==> config.mk <==
export PLATFORM = sky130hd
export DESIGN_NAME = gen_fip_sign_seq_mult
export DESIGN_NICKNAME = d
export VERILOG_FILES = /design/src/rtl/gen_fip_pkg.sv /design/src/rtl/gen_fip_sign_abs.sv /design/src/rtl/gen_fip_sign_seq_mult.sv
export SDC_FILE = /design/constraint.sdc
export NUM_CORES = 1
export LEC_CHECK = 0
export CORE_ASPECT_RATIO = 1.75
export CORE_UTILIZATION = 40
export DETAILED_ROUTE_END_ITERATION = 10
export DONT_BUFFER_PORTS = 1
export GPL_TIMING_DRIVEN = 0
export SYNTH_ARGS = -nofsm -noshare
export SYNTH_HDL_FRONTEND = slang
export SYNTH_HIERARCHICAL = 1
export SYNTH_SLANG_ARGS = --single-unit
==> constraint.sdc <==
create_clock -name clk -period 2.6 [get_ports clk]
set_clock_uncertainty 0.2 [all_clocks]
set_input_delay 0 -clock clk [delete_from_list [all_inputs] [get_ports clk]]
set_output_delay 0 -clock clk [all_outputs]
set_load 0.01 [all_outputs]
==> src/rtl/gen_fip_pkg.sv <==
`default_nettype none
// +----------------------------------------------------------------------+
// | gen_fip_pkg: shared types for the signed fixed-point sequential mult |
// | Revision: 1.0                                                        |
// +----------------------------------------------------------------------+
package gen_fip_pkg;

    typedef enum logic [1:0] {
        IDLE = 2'd0,
        PREP = 2'd1,
        MULT = 2'd2,
        FIX  = 2'd3
    } fip_state_e;

endpackage
`default_nettype wire

==> src/rtl/gen_fip_sign_abs.sv <==
`default_nettype none
// +----------------------------------------------------------------------+
// | gen_fip_sign_abs: unsigned magnitude of a two's-complement value     |
// | Revision: 1.0                                                        |
// +----------------------------------------------------------------------+
module gen_fip_sign_abs #(
    parameter int W = 8
) (
    input  logic [W-1:0] i_val,
    output logic [W-1:0] o_mag
);

    // Most-negative input wraps to 2^(W-1), which is exact when read as unsigned.
    always_comb begin
        o_mag = i_val;
        if (i_val[W-1]) begin
            o_mag = (~i_val) + W'(1);
        end
    end

endmodule
`default_nettype wire

==> src/rtl/gen_fip_sign_seq_mult.sv <==
`default_nettype none
// +----------------------------------------------------------------------+
// | gen_fip_sign_seq_mult: signed fixed-point shift-add multiplier       |
// | Revision: 1.0                                                        |
// +----------------------------------------------------------------------+
module gen_fip_sign_seq_mult
    import gen_fip_pkg::*;
#(
    parameter int NUM1_INT_W   = 4,
    parameter int NUM1_FRACT_W = 4,
    parameter int NUM2_INT_W   = 4,
    parameter int NUM2_FRACT_W = 4
) (
    input  logic                                   clk,
    input  logic                                   rst,
    input  logic                                   i_start_pls,
    input  logic [NUM1_INT_W+NUM1_FRACT_W-1:0]     i_num1,
    input  logic [NUM2_INT_W+NUM2_FRACT_W-1:0]     i_num2,
    output logic                                   o_busy,
    output logic                                   o_done_pls,
    output logic [NUM1_INT_W+NUM1_FRACT_W+NUM2_INT_W+NUM2_FRACT_W-1:0] o_res
);

    localparam int NUM1_W      = NUM1_INT_W + NUM1_FRACT_W;
    localparam int NUM2_W      = NUM2_INT_W + NUM2_FRACT_W;
    localparam int RES_INT_W   = NUM1_INT_W + NUM2_INT_W;
    localparam int RES_FRACT_W = NUM1_FRACT_W + NUM2_FRACT_W;
    localparam int RES_W       = RES_INT_W + RES_FRACT_W;
    localparam int CNT_W       = $clog2(NUM2_W + 1);

    fip_state_e         r_state_q, r_state_d;
    logic [NUM1_W-1:0]  r_num1_q,  r_num1_d;
    logic [NUM2_W-1:0]  r_num2_q,  r_num2_d;
    logic [RES_W-1:0]   r_mcand_q, r_mcand_d;
    logic [NUM2_W-1:0]  r_mplier_q, r_mplier_d;
    logic               r_sign_q,  r_sign_d;
    logic [RES_W-1:0]   r_acc_q,   r_acc_d;
    logic [CNT_W-1:0]   r_cnt_q,   r_cnt_d;
    logic [RES_W-1:0]   r_res_q,   r_res_d;
    logic               r_done_q,  r_done_d;

    logic [NUM1_W-1:0]  w_mag1;
    logic [NUM2_W-1:0]  w_mag2;
    logic [RES_W-1:0]   w_acc_neg;

    gen_fip_sign_abs #(.W(NUM1_W)) u_abs1 (
        .i_val (r_num1_q),
        .o_mag (w_mag1)
    );

    gen_fip_sign_abs #(.W(NUM2_W)) u_abs2 (
        .i_val (r_num2_q),
        .o_mag (w_mag2)
    );

    assign w_acc_neg = (~r_acc_q) + RES_W'(1);

    always_comb begin
        r_state_d  = r_state_q;
        r_num1_d   = r_num1_q;
        r_num2_d   = r_num2_q;
        r_mcand_d  = r_mcand_q;
        r_mplier_d = r_mplier_q;
        r_sign_d   = r_sign_q;
        r_acc_d    = r_acc_q;
        r_cnt_d    = r_cnt_q;
        r_res_d    = r_res_q;
        r_done_d   = 1'b0;

        case (r_state_q)
            IDLE: begin
                if (i_start_pls) begin
                    r_num1_d  = i_num1;
                    r_num2_d  = i_num2;
                    r_state_d = PREP;
                end
            end
            PREP: begin
                r_mcand_d  = {{(RES_W-NUM1_W){1'b0}}, w_mag1};
                r_mplier_d = w_mag2;
                r_sign_d   = r_num1_q[NUM1_W-1] ^ r_num2_q[NUM2_W-1];
                r_acc_d    = '0;
                r_cnt_d    = CNT_W'(NUM2_W);
                r_state_d  = MULT;
            end
            MULT: begin
                // Multiplicand is pre-shifted each cycle so it always sits at the current bit index.
                if (r_mplier_q[0]) begin
                    r_acc_d = r_acc_q + r_mcand_q;
                end
                r_mcand_d  = r_mcand_q << 1;
                r_mplier_d = r_mplier_q >> 1;
                r_cnt_d    = r_cnt_q - CNT_W'(1);
                if (r_cnt_q == CNT_W'(1)) begin
                    r_state_d = FIX;
                end
            end
            FIX: begin
                r_res_d   = r_sign_q ? w_acc_neg : r_acc_q;
                r_done_d  = 1'b1;
                r_state_d = IDLE;
            end
            default: begin
                r_state_d = IDLE;
            end
        endcase
    end

    always_ff @(posedge clk) begin
        if (rst) begin
            r_state_q  <= IDLE;
            r_num1_q   <= '0;
            r_num2_q   <= '0;
            r_mcand_q  <= '0;
            r_mplier_q <= '0;
            r_sign_q   <= 1'b0;
            r_acc_q    <= '0;
            r_cnt_q    <= '0;
            r_res_q    <= '0;
            r_done_q   <= 1'b0;
        end else begin
            r_state_q  <= r_state_d;
            r_num1_q   <= r_num1_d;
            r_num2_q   <= r_num2_d;
            r_mcand_q  <= r_mcand_d;
            r_mplier_q <= r_mplier_d;
            r_sign_q   <= r_sign_d;
            r_acc_q    <= r_acc_d;
            r_cnt_q    <= r_cnt_d;
            r_res_q    <= r_res_d;
            r_done_q   <= r_done_d;
        end
    end

    assign o_busy     = (r_state_q != IDLE);
    assign o_done_pls = r_done_q;
    assign o_res      = r_res_q;

endmodule
`default_nettype wire

==> impl_metrics.json <==
{
  "outcome": "complete, no violations",
  "grt_antenna_before_repair": 0,
  "diodes": 0,
  "dieWidth_um": 81.0,
  "top_level_ports": 37,
  "synthTopCellsByArea": "dfxtp_1 (37%), ha_1 (7.2%), a211oi_1 (5.7%), a21oi_1 (4.8%), nand2_1 (4.8%)",
  "holdPathStages": 3,
  "cpMaxStageDelayCell": "fa_1",
  "critPathLaunch": "r_acc_q[0]$_SDFFE_PP0P_",
  "drive_above_1_share_pct": 6.58,
  "cts_buffer_depth": 2,
  "finalSetupViolations": 0,
  "rsz0062_at_grt": "true",
  "slowest_delay_ns": 0.39,
  "r2r-start": "r_acc_q[0]$_SDFFE_PP0P_",
  "synth-edff-count": 0,
  "hp-class": "in -> reg",
  "grtUsageTotal_pct": 19.2,
  "floorplan.initialDensity_pct": 41.1,
  "r2r-end": "r_acc_q[12]$_SDFFE_PP0P_",
  "ir_worst_vdd_mv": 0.439,
  "r2r_slack_ns": 0.02,
  "worst_slew_pin_slew_ns": 0.666,
  "dp_hpwl_mm": 7.84,
  "insertion_delay_ns": 0.34,
  "htree_levels": 3,
  "finalNetCount": 603,
  "cp-end-kind": "register",
  "num_vias": 3776,
  "p_leak_nw": 1.89,
  "cts_made_buffers": 9,
  "reg2regPathDepth": 9,
  "start_kind": "register",
  "syn_area_per_cell_um2": 8.35,
  "die_area_mm2": 0.0114,
  "crit_chain": "ha_1 > inv_1 > fa_1 > nand2b_4 > a211oi_2 > a32oi_1 > a31oi_1 > o21ai_0 > a32o_1",
  "yosys_warnings": 6,
  "ys_ff_latch": 80,
  "cts_sinks": 80,
  "arrival_ns": 2.61,
  "path_depth": 9,
  "setup_tns_ns": 0,
  "tritoncts": "built",
  "port_buffers": 0,
  "cp_max_fo": 7,
  "synth_flop_cell": "dfxtp_1",
  "wl_per_cell_um": 15.1,
  "power.density_mw_per_mm2": 835,
  "die_height_um": 140,
  "drc": 0,
  "yosysTopAreaCell": "dfxtp_1",
  "fp.coreArea_mm2": 0.0106,
  "critPathTopFamily": "compound AO/OA/AOI/OAI gates",
  "drv_slew": 0,
  "syn-instance-count": 523,
  "yosysMostFrequentCell": "dfxtp_1",
  "cts_root_buf": "clkbuf_16",
  "fin_crit_sh_pct": 99.3,
  "synthArstFlopShare_pct": 0,
  "synth.cell_area_mm2": 0.00437,
  "clkTransAtPathRegs_ns": 0.06,
  "grt_max_degree": 13,
  "crit_end": "r_acc_q[12]$_SDFFE_PP0P_",
  "initialDrtViolationCount": 134,
  "fin_crit_ns": 2.58,
  "core.rowCount": 50,
  "whs_ns": 0.143,
  "gr-total-overflow": 0,
  "critPathBufInv": 1,
  "vias_per_cell": 5.46,
  "maxCapViolCount": 0,
  "critical_path_class": "reg -> reg",
  "finalHoldViolCount": 0,
  "grt_first_pass_wirelength_mm": 16.7,
  "max_freq_mhz": 387,
  "max-slew-margin-rel_pct": 55.4,
  "drt.antenna.violating_nets": 0,
  "dr.pass1.iters": 4,
  "yosysSeqAreaShare_pct": 36.7,
  "wl_mm": 10.4,
  "place.gp.congestion": 0.921,
  "syn_nets": 568,
  "synth_top_area_share_pct": 36.7,
  "area_growth_pct": 17.0,
  "synth_cell_type_count": 47,
  "grt_pass1_vias": 3643,
  "synthTopCellsByCount": "dfxtp_1 (80), nand2_1 (56), nor2_1 (55), a21oi_1 (42), a211oi_1 (33)",
  "crit_required_ns": 2.63
}
layout by cell type (no fill, tap or decap), types with 6 or more instances in the layout:
cell type       n
a211oi_1       31
a21oi_1        41
clkbuf_1       23
clkbuf_16       9
dfxtp_1        76
dlygate4sd3_1  24
ha_1           25
inv_1          20
mux2i_1        18
nand2_1        56
nand2b_1       15
nand3_1        14
nor2_1         55
nor2b_1        10
nor3_1          6
o21ai_0        14
o31ai_1         6
xnor2_1        18
xor2_1         15
layer usage:
layer / GRT usage (%) / vias to the layer above / wire (um)
met2: 36.6 / 74 / 5720
met4: 8.93 / 0 / 225
li1: - / 1913 / -
met5: 0 / - / 0
met3: 3.06 / 15 / 276
met1: 19.5 / 1774 / 4190
tightest hold or removal path, cell delays in order:
cell	delay (ns)
dlygate4sd3_1	0.53
nand2_1	0.06
a21oi_1	0.05
area by class of cell:
type                            instances  area, um2
Sequential cell                        80       1610
Buffer                                 31        149
Clock inverter                          4       45.0
Inverter                               20       75.1
Multi-Input combinational cell        392       2590
Tap cell                              130        163
Timing Repair Buffer                   24        240
Clock buffer                           11        243
Fill cell                            1053       5530
report_power, final:
group / internal (W) / switching (W) / leakage (nW) / total (W)
logic: 0.000554 / 0.000815 / 1.09 / 0.00137
registers: 0.00144 / 0.000203 / 0.653 / 0.00164
clock network: 0.000760 / 0.000498 / 0.145 / 0.00126
total: 0.00275 / 0.00152 / 1.89 / 0.00427
kinds of logic (layout without fill, tap and decap cells):
kind of cell	Yosys count	in the layout	synth area share, %
AOI/OAI and AO/OA	135	135	20.5
xor gates and xnor gates	33	33	6.62
adders and majority gates	26	26	7.62
buffers and inverters	51	90	5.10
DFF	80	80	36.7
muxes	18	18	4.12
and+or+nand+nor	180	180	19.4
timing repair:
item                                    4_1_cts  5_1_grt
setup buffers                                 0        0
hold endpoints to repair                     47        0
gates resized for setup                       5       12
hold buffers                                 24        0
pin swaps                                     0        2
endpoints found under the setup margin        8        5
sequential cells by signal, indices dropped and copies added (netlist names):
| signal | cells |
|---|---|
| o_res | 16 |
| r_num2_q | 8 |
| o_done_pls | 1 |
| r_mcand_q | 16 |
| r_mplier_q | 8 |
| r_cnt_q | 4 |
| r_sign_q | 1 |
| r_num1_q | 8 |
| r_acc_q | 16 |
| r_state_q | 2 |
how the worst min path moves through the flow:
stage / start / to / slack, ns
2_1_floorplan: i_num1[1] / r_num1_q[1]$_SDFFE_PP0P_ / -0.06
3_3_place_gp: i_num2[3] / r_num2_q[3]$_SDFFE_PP0P_ / -0.06
3_5_place_dp: i_num1[1] / r_num1_q[1]$_SDFFE_PP0P_ / -0.06
4_1_cts: i_num1[1] / r_num1_q[1]$_SDFFE_PP0P_ / 0.14
5_1_grt: i_num1[1] / r_num1_q[1]$_SDFFE_PP0P_ / 0.15
6_report: i_num1[1] / r_num1_q[1]$_SDFFE_PP0P_ / 0.14
stage by stage:
stage	power, W	instances	cell area, um2	utilization [%]	setup slack [ns]
finish	0.00427	692	5110	48.0	0.0182
global route	0.00454	692	5110	48.0	-0.00126
CTS	0.00430	692	5080	47.7	0.0161
detailed placement	0.00298	653	4530	42.6	-0.267
global placement	0.00294	653	4530	42.6	-0.193
floorplan	0.00264	523	4370	-	0.277
(Power assumes the default switching activity.)
